--- config.mk ---
export PLATFORM = sky130hd
export DESIGN_NAME = instruction_fetch
export DESIGN_NICKNAME = d
export VERILOG_FILES = /design/src/rtl/instruction_fetch_pkg.sv /design/src/rtl/instruction_fetch_timer.sv /design/src/rtl/instruction_fetch.sv
export SDC_FILE = /design/constraint.sdc
export NUM_CORES = 1
export LEC_CHECK = 0
export ABC_AREA = 1
export CAP_MARGIN = 20
export CORE_MARGIN = 4
export CORE_UTILIZATION = 42
export DETAILED_ROUTE_END_ITERATION = 12
export HOLD_SLACK_MARGIN = 0.15
export MAX_ROUTING_LAYER = met4
export PLACE_DENSITY = 0.77
export SYNTH_ARGS = -nofsm -noshare
export SYNTH_HDL_FRONTEND = slang
export SYNTH_SLANG_ARGS = --single-unit
--- constraint.sdc ---
create_clock -name Clock -period 1.75 [get_ports Clock]
set_input_delay 0.35 -clock Clock [delete_from_list [all_inputs] [get_ports Clock]]
set_output_delay 0.35 -clock Clock [all_outputs]
set_load 0.005 [all_outputs]
--- src/rtl/instruction_fetch_pkg.sv ---
// Shared constants for the instruction fetch front end: FSM encoding,
// default reset vector, default ack timeout and the sequential PC step.
package instruction_fetch_pkg;

    typedef enum logic [2:0] {
        IDLE  = 3'd0,
        FETCH = 3'd1,
        ISSUE = 3'd2,
        HOLD  = 3'd3,
        FAULT = 3'd4
    } state_t;

    localparam logic [15:0] RESET_PC_DEFAULT    = 16'h0000;
    localparam int unsigned ACK_TIMEOUT_DEFAULT = 15;
    // Instructions are 16-bit words on a byte-addressed bus.
    localparam logic [15:0] PC_INC              = 16'd2;

endpackage

--- src/rtl/instruction_fetch_timer.sv ---
// Saturating 8-bit wait counter used to bound how long a read may stay
// outstanding. Held at zero while clr is high, counts while en is high.
module fetch_timer #(
    parameter logic [7:0] LIMIT = 8'd15
) (
    input  logic clk,
    input  logic rst,
    input  logic clr,
    input  logic en,
    output logic expired
);

    logic [7:0] count_reg;

    // Clear has priority; the count sticks at 8'hFF rather than wrapping.
    always_ff @(posedge clk or posedge rst) begin
        if (rst) begin
            count_reg <= 8'd0;
        end else if (clr) begin
            count_reg <= 8'd0;
        end else if (en && (count_reg != 8'hFF)) begin
            count_reg <= count_reg + 8'd1;
        end
    end

    assign expired = (count_reg >= LIMIT);

endmodule

--- src/rtl/instruction_fetch.sv ---
// Fetch front end: reads one 16-bit word per instruction over a req/ack
// handshake, presents it to the decoder with a one-cycle E strobe, then
// waits for the execute stage (Next) and follows taken branches.
module instruction_fetch
    import instruction_fetch_pkg::*;
#(
    parameter logic [15:0] RESET_PC    = RESET_PC_DEFAULT,
    parameter int unsigned ACK_TIMEOUT = ACK_TIMEOUT_DEFAULT
) (
    input  logic        Clock,
    input  logic        Reset,
    output logic [15:0] MemAddr,
    output logic        MemRd,
    input  logic        MemAck,
    input  logic [15:0] MemData,
    input  logic        Next,
    input  logic        BrTaken,
    input  logic [15:0] BrTarget,
    output logic [15:0] Instr,
    output logic        E,
    output logic [15:0] PC,
    output logic        FLT
);

    localparam logic [7:0] ACK_LIMIT = 8'(ACK_TIMEOUT);

    state_t      state_reg, state_next;
    logic [15:0] fp_reg, fp_next;        // fetch pointer, drives MemAddr
    logic [15:0] pc_reg, pc_next;
    logic [15:0] instr_reg, instr_next;
    logic        memrd_reg, e_reg, flt_reg;
    logic        ack_expired;

    // The wait counter only runs while a read is outstanding, so it is
    // already zero on the first FETCH cycle.
    fetch_timer #(
        .LIMIT (ACK_LIMIT)
    ) u_timer (
        .clk     (Clock),
        .rst     (Reset),
        .clr     (state_reg != FETCH),
        .en      (state_reg == FETCH),
        .expired (ack_expired)
    );

    // Next-state and datapath updates; an ack in the expiring cycle still wins.
    always_comb begin
        state_next = state_reg;
        fp_next    = fp_reg;
        pc_next    = pc_reg;
        instr_next = instr_reg;
        case (state_reg)
            IDLE: state_next = FETCH;
            FETCH: begin
                if (MemAck) begin
                    instr_next = MemData;
                    pc_next    = fp_reg;
                    fp_next    = fp_reg + PC_INC;
                    state_next = ISSUE;
                end else if (ack_expired) begin
                    state_next = FAULT;
                end
            end
            ISSUE: state_next = HOLD;
            HOLD: begin
                if (Next) begin
                    if (BrTaken) begin
                        if (BrTarget[0]) begin
                            state_next = FAULT;
                        end else begin
                            fp_next    = BrTarget;
                            state_next = FETCH;
                        end
                    end else begin
                        state_next = FETCH;
                    end
                end
            end
            FAULT:   state_next = FAULT;
            default: state_next = FAULT;
        endcase
    end

    // State and registered outputs; strobes are decoded from the next state
    // so every output comes straight from a flop.
    always_ff @(posedge Clock or posedge Reset) begin
        if (Reset) begin
            state_reg <= IDLE;
            fp_reg    <= RESET_PC;
            pc_reg    <= RESET_PC;
            instr_reg <= 16'h0000;
            memrd_reg <= 1'b0;
            e_reg     <= 1'b0;
            flt_reg   <= 1'b0;
        end else begin
            state_reg <= state_next;
            fp_reg    <= fp_next;
            pc_reg    <= pc_next;
            instr_reg <= instr_next;
            memrd_reg <= (state_next == FETCH);
            e_reg     <= (state_next == ISSUE);
            flt_reg   <= (state_next == FAULT);
        end
    end

    assign MemAddr = fp_reg;
    assign MemRd   = memrd_reg;
    assign Instr   = instr_reg;
    assign E       = e_reg;
    assign PC      = pc_reg;
    assign FLT     = flt_reg;

endmodule

==> flow_summary.ini, run 1 <==
[setup_path]
startpoint_type = flip-flop
crit_path_cell_trace = clkdlybuf4s50_1
path_class = flip-flop to output pin
r2r_end = u_timer.count_reg[0]$_DFFE_PP0P_
cp.arrival_ps = 1330
crit_path_end_kind = output pin
cp_top_family = buffers and inverters
path_buf_inv = 1
worstRegToRegCells = 8
cp.required_ps = 1400
path_max_fanout = 7
cp_slowest_stage_delay_ps = 540
r2r_start = u_timer.count_reg[0]$_DFFE_PP0P_
critical_path_depth = 1
startpoint = MemAddr[11]$_DFFE_PP0P_
crit_slowest_cell = clkdlybuf4s50_1
endpoint = MemAddr[11]
ff2ff_setup_slack_ps = 200

[placed_design]
dp_hpwl_um = 5360
port_buffers = 85
dp_cells = 537
gp_congestion = 0.821

[power_and_ir_drop]
power.internal_uw = 4140
switchingPower_uw = 2290
power_frac_comb_pct = 40.8
p_seq_share_pct = 37.8
clockPowerShare_pct = 21.4
ir_worst_vdd_mv = 0.695
p_per_area_mw_per_mm2 = 1570
p_sw_share_pct = 35.6
p_leak_uw = 0.00195

[run_status]
status = complete, no violations

[finish]
mostFrequentLayoutCells = nand2_1 (158), clkdlybuf4s50_1 (85), dfrtp_1 (57)
layout_commonest_cell = nand2_1
layout.nets = 507
fin_util_pct = 60.5
diodes = 0
drive_gt1_share_pct = 8.67
synthToLayoutAreaGrowth_pct = 40.4
instances_no_fill = 553
largest_register_ffs = 16

[floorplan]
start_util_pct = 43.1
num_rows = 30
core_mm2 = 0.00676
fp.dieW_um = 91.3
die-height_um = 91.3
pin_count = 88
dieArea_mm2 = 0.00833

[cts]
clock_latency_ps = 340
cts.path.max_buffers = 2
cts_hold_repair.buffers = 0
cts-root-buf = clkbuf_8
post_cts_buffers = 0
path_clk_slew_ps = 70
post_cts_resized = 1
cts_sinks = 60
cts_buffers = 9
cts_tree = built
cts_max_level = 3

[synthesis]
synth_xor_xnor_area_share_pct = 0.602
synth-seq-cells = 60
synth_top_family_by_area = simple AND/OR/NAND/NOR gates
syn-cell-area_mm2 = 0.00291
ys_types = 27
synthMuxAreaShare_pct = 0
syn_avg_cell_area_um2 = 7.72
synth_warnings = 0
synth-simple-area-share_pct = 35.1
yosysSeqAreaShare_pct = 51.6
synth_compound_area_share_pct = 6.02
synth_cells = 377
synthAdderAreaFrac_pct = 0.859

[global_route]
grt_pass1_wl_um = 12500
grt-ovfl-total = 0
grt_use_total_pct = 19.2
grt_max_degree = 61
first_global_vias = 2639
antenna_found_initial = 0

[routing]
antenna_left = 0
drt_iter0_markers = 136
wl_per_cell_um = 13.3
viasPerCell = 5.07
wl_um = 7340
dr_total_vias = 2802
dr.pass1.iters = 4
drc = 0

[sta]
clock.fmax_ghz = 0.594
setup_violations = 0
rsz0062_at_grt = false
finalCritPeriodShare_pct = 96.2
period_minus_slack_ps = 1680
clock_skew_ps = 6.11
final_max_slew_viol_count = 0
fin_setup_tns_ps = 0
final_hold_viol_count = 0

[run]
cap_violations = 0

[hold_path]
hp-class = input port to async pin
## power groups by stage
stage | Combinational, uW | Sequential, uW | Clock, uW
2_1_floorplan | 1240 | 2400 | 0
3_3_place_gp | 2590 | 2420 | 0
3_5_place_dp | 2650 | 2450 | 0
4_1_cts | 2660 | 2430 | 1390
5_1_grt | 2950 | 2520 | 1470
6_report | 2620 | 2430 | 1380
## layout make-up
cell class	instances	area [um2]
Fill cell	591	2670
Clock inverter	7	91.3
Sequential cell	60	1510
Inverter	21	85.1
Tap cell	80	100
Multi-Input combinational cell	284	1250
Timing Repair Buffer	92	928
Clock buffer	9	124
## metrics by stage
stage	total power [uW]	hold slack, ps	setup WS [ps]	area (um2)
2_1_floorplan	3630	456	368	2920
3_3_place_gp	5000	462	103	3860
3_5_place_dp	5100	472	78.2	3860
4_1_cts	6480	450	26.3	4080
5_1_grt	6940	477	3.54	4090
6_report	6430	447	66.2	4090
## how the worst min path moves through the flow
stage                     slack (ps)                   from                     to
after floorplan                  460                  Reset            E$_DFF_PP0_
after global placement           460  Instr[13]$_DFFE_PP0P_  Instr[13]$_DFFE_PP0P_
after detailed placement         470     PC[13]$_DFFE_PP0P_     PC[13]$_DFFE_PP0P_
after CTS                        450                  Reset   Instr[7]$_DFFE_PP0P_
after global routing             480                  Reset   Instr[2]$_DFFE_PP0P_
final                            450                  Reset   Instr[2]$_DFFE_PP0P_
## worst register-to-register path: stages, from the launching register on
cell and delay [ps]:
dfrtp_1 390, ha_1 210, nand3_1 150, nor2_1 150, nand2_1 130, nor2_1 170
nand2_2 110, nand3b_1 100, nand2_1 50
## cell families after synthesis
kind of cell | count (synthesis)
compound gates | 33
xor+xnor | 2
fa+ha+maj | 2
buf+inv | 34
flops | 60
other cells | 1
simple gates | 245
## synth_stat cells, drive strengths merged
cell type	instances	share of area, %
a21oi	8	1.5
a31oi	3	0.64
buf	12	2.8
clkbuf	1	0.17
conb	1	0.13
dfrtp	60	52
ha	2	0.86
inv	21	2.8
nand2	164	22
nand3	23	4.0
nand3b	4	1.0
nand4	7	1.5
nor2	41	5.5
nor3	3	0.52
o211ai	1	0.26
o21ai	21	3.6
or2	3	0.64
xor2	2	0.60
## layer usage
metal  global-route usage (%)  vias up  part of all wire (%)
met5                        -        -                     0
met3                     3.98       16                   6.2
met2                     30.0       90                    49
met4                     8.92        0                   2.4
li1                         -     1372                     -
met1                     24.0     1324                    42
Note: power is estimated with default switching activity, not from simulation.
==> run 2: changes to the inputs <==
--- a/config.mk
+++ b/config.mk
@@ -6,13 +6,13 @@
 export NUM_CORES = 1
 export LEC_CHECK = 0
 export ABC_AREA = 1
-export CAP_MARGIN = 20
 export CORE_MARGIN = 4
-export CORE_UTILIZATION = 42
+export CORE_UTILIZATION = 45
+export CTS_CLUSTER_DIAMETER = 80
 export DETAILED_ROUTE_END_ITERATION = 12
 export HOLD_SLACK_MARGIN = 0.15
 export MAX_ROUTING_LAYER = met4
-export PLACE_DENSITY = 0.77
+export PLACE_DENSITY = 0.78
 export SYNTH_ARGS = -nofsm -noshare
 export SYNTH_HDL_FRONTEND = slang
 export SYNTH_SLANG_ARGS = --single-unit
==> constraint.sdc (replaced) <==
create_clock -name Clock -period 2 [get_ports Clock]
set_input_delay 0.4 -clock Clock [delete_from_list [all_inputs] [get_ports Clock]]
set_output_delay 0.4 -clock Clock [all_outputs]
set_load 0.005 [all_outputs]
==> run 2 against run 1 <==
Via count fell by 5.0%. Sequential power fell by 13%. Die area fell by 6.1%. Power fell by 13%. Largest cell class unchanged. Final cell count fell by 0.72%. Sequential cell count did not move. Combinational power fell by 14%. Worst setup slack improved by 170 ps. Global-route usage rose by 1.7 points. Clock power fell by 13%. Critical path type unchanged.
==> flow_summary.ini, run 2 (synthesized netlist as in run 1, its figures left out) <==
[setup_path]
path_buf_inv = 1
cp.required_ps = 1600
crit_path_cell_trace = clkdlybuf4s50_1
crit_path_end_kind = output pin
critical_path_depth = 1
crit_slowest_cell = clkdlybuf4s50_1
path_class = flip-flop to output pin
worstRegToRegCells = 8
path_max_fanout = 8
startpoint = MemAddr[3]$_DFFE_PP0P_
cp_slowest_stage_delay_ps = 550
cp.arrival_ps = 1370
r2r_start = state_reg[2]$_DFF_PP0_
cp_top_family = buffers and inverters
startpoint_type = flip-flop

[routing]
wl_um = 7310
dr_total_vias = 2663
viasPerCell = 4.85
wl_per_cell_um = 13.3
dr.pass1.iters = 4
drc = 0
drt_iter0_markers = 199
antenna_left = 0

[power_and_ir_drop]
power_frac_comb_pct = 40.5
switchingPower_uw = 1960
power.internal_uw = 3620
p_leak_uw = 0.00195
ir_worst_vdd_mv = 0.720
p_sw_share_pct = 35.0
p_seq_share_pct = 38.0
clockPowerShare_pct = 21.4
total_power_uw = 5580
p_per_area_mw_per_mm2 = 1380

[cts]
cts-root-buf = clkbuf_8
cts_max_level = 3
cts_tree = built
cts_hold_repair.buffers = 0
post_cts_resized = 0
cts_buffers = 9
cts_sinks = 60
path_clk_slew_ps = 70
post_cts_buffers = 0
clock_latency_ps = 330
cts.path.max_buffers = 2

[sta]
clock.fmax_ghz = 0.566
final_hold_viol_count = 0
finalCritPeriodShare_pct = 88.4
setup_violations = 0
rsz0062_at_grt = false
fin_setup_tns_ps = 0
final_max_slew_viol_count = 0
period_minus_slack_ps = 1770
clock_skew_ps = 12.3

[finish]
multi_input_area_mm2 = 0.00125
nFillCells = 545
synthToLayoutAreaGrowth_pct = 39.2
ff_latch_area_mm2 = 0.00150
fin_util_pct = 64.2
largest_register_ffs = 16
mostFrequentLayoutCells = nand2_1 (159), clkdlybuf4s50_1 (85), dfrtp_1 (60)
layout.nets = 506
fin_area_mm2 = 0.00405
layout_commonest_cell = nand2_1
drive_gt1_share_pct = 6.99
diodes = 0

[floorplan]
core_mm2 = 0.00631
start_util_pct = 46.1
num_rows = 29
dieArea_mm2 = 0.00782
pin_count = 88
fp.dieW_um = 88.4
die-height_um = 88.4

[global_route]
antenna_found_initial = 0
top_usage_layer = met2
grt_use_total_pct = 20.9
use_met1_pct = 25.9
use_met2_pct = 33.4
grt_max_degree = 41
grt_pass1_wl_um = 12100
gr-usage-met3_pct = 4.93
first_global_vias = 2616
grt-ovfl-total = 0

[run_status]
status = complete, no violations

[placed_design]
placedInstanceArea_mm2 = 0.00383
port_buffers = 85
gp_congestion = 0.852
dp_hpwl_um = 5410

[run]
cap_violations = 0

[hold_path]
hp-class = input port to async pin
[run 2: cell count changes in the layout (fill, tap and decap cells not counted), sizes merged]
cell,previous run,this run
clkinv,4,1
inv,20,21
buf,7,6
clkinvlp,2,1
clkbuf,9,12
[run 2: metrics by stage]
stage,hold slack (ps),instances,setup slack (ps)
global placement,461,533,276
CTS,273,549,203
detailed placement,469,533,237
global route,280,549,102
finish,289,549,233
floorplan,472,378,115
[run 2: metal layers]
metal / vias up / part of all wire, % / routed length [um]
met1: 1208 / 44 / 3250
met2: 68 / 49 / 3610
met3: 8 / 4.7 / 344
met5: - / 0 / 0
li1: 1379 / - / -
met4: 0 / 1.5 / 111
[run 2: worst paths after layout]
kind / to / slack [ps]
max: MemAddr[3] / 230
max reg2reg: Instr[0]$_DFFE_PP0P_ / 300
min in group Clock: Instr[11]$_DFFE_PP0P_ / 480
min: Instr[1]$_DFFE_PP0P_ / 290
min reg2reg: Instr[11]$_DFFE_PP0P_ / 480
max in group asynchronous: PC[14]$_DFFE_PP0P_ / 1260
[run 2: cell type report]
type	instances	share of cell area, %
multi-input cells	284	30.8
inverters	21	2.01
well taps	77	2.38
repair buffers	91	22.4
clock inverters	4	1.79
flip-flops and latches	60	37.0
clock buffers	12	3.58
[run 2: power groups by stage]
stage	combinational (uW)	sequential, uW	clock, uW
after floorplan	1080	2100	0
after global placement	2210	2130	0
after detailed placement	2270	2140	0
after CTS	2290	2120	1220
after global routing	2560	2200	1280
final	2260	2120	1200
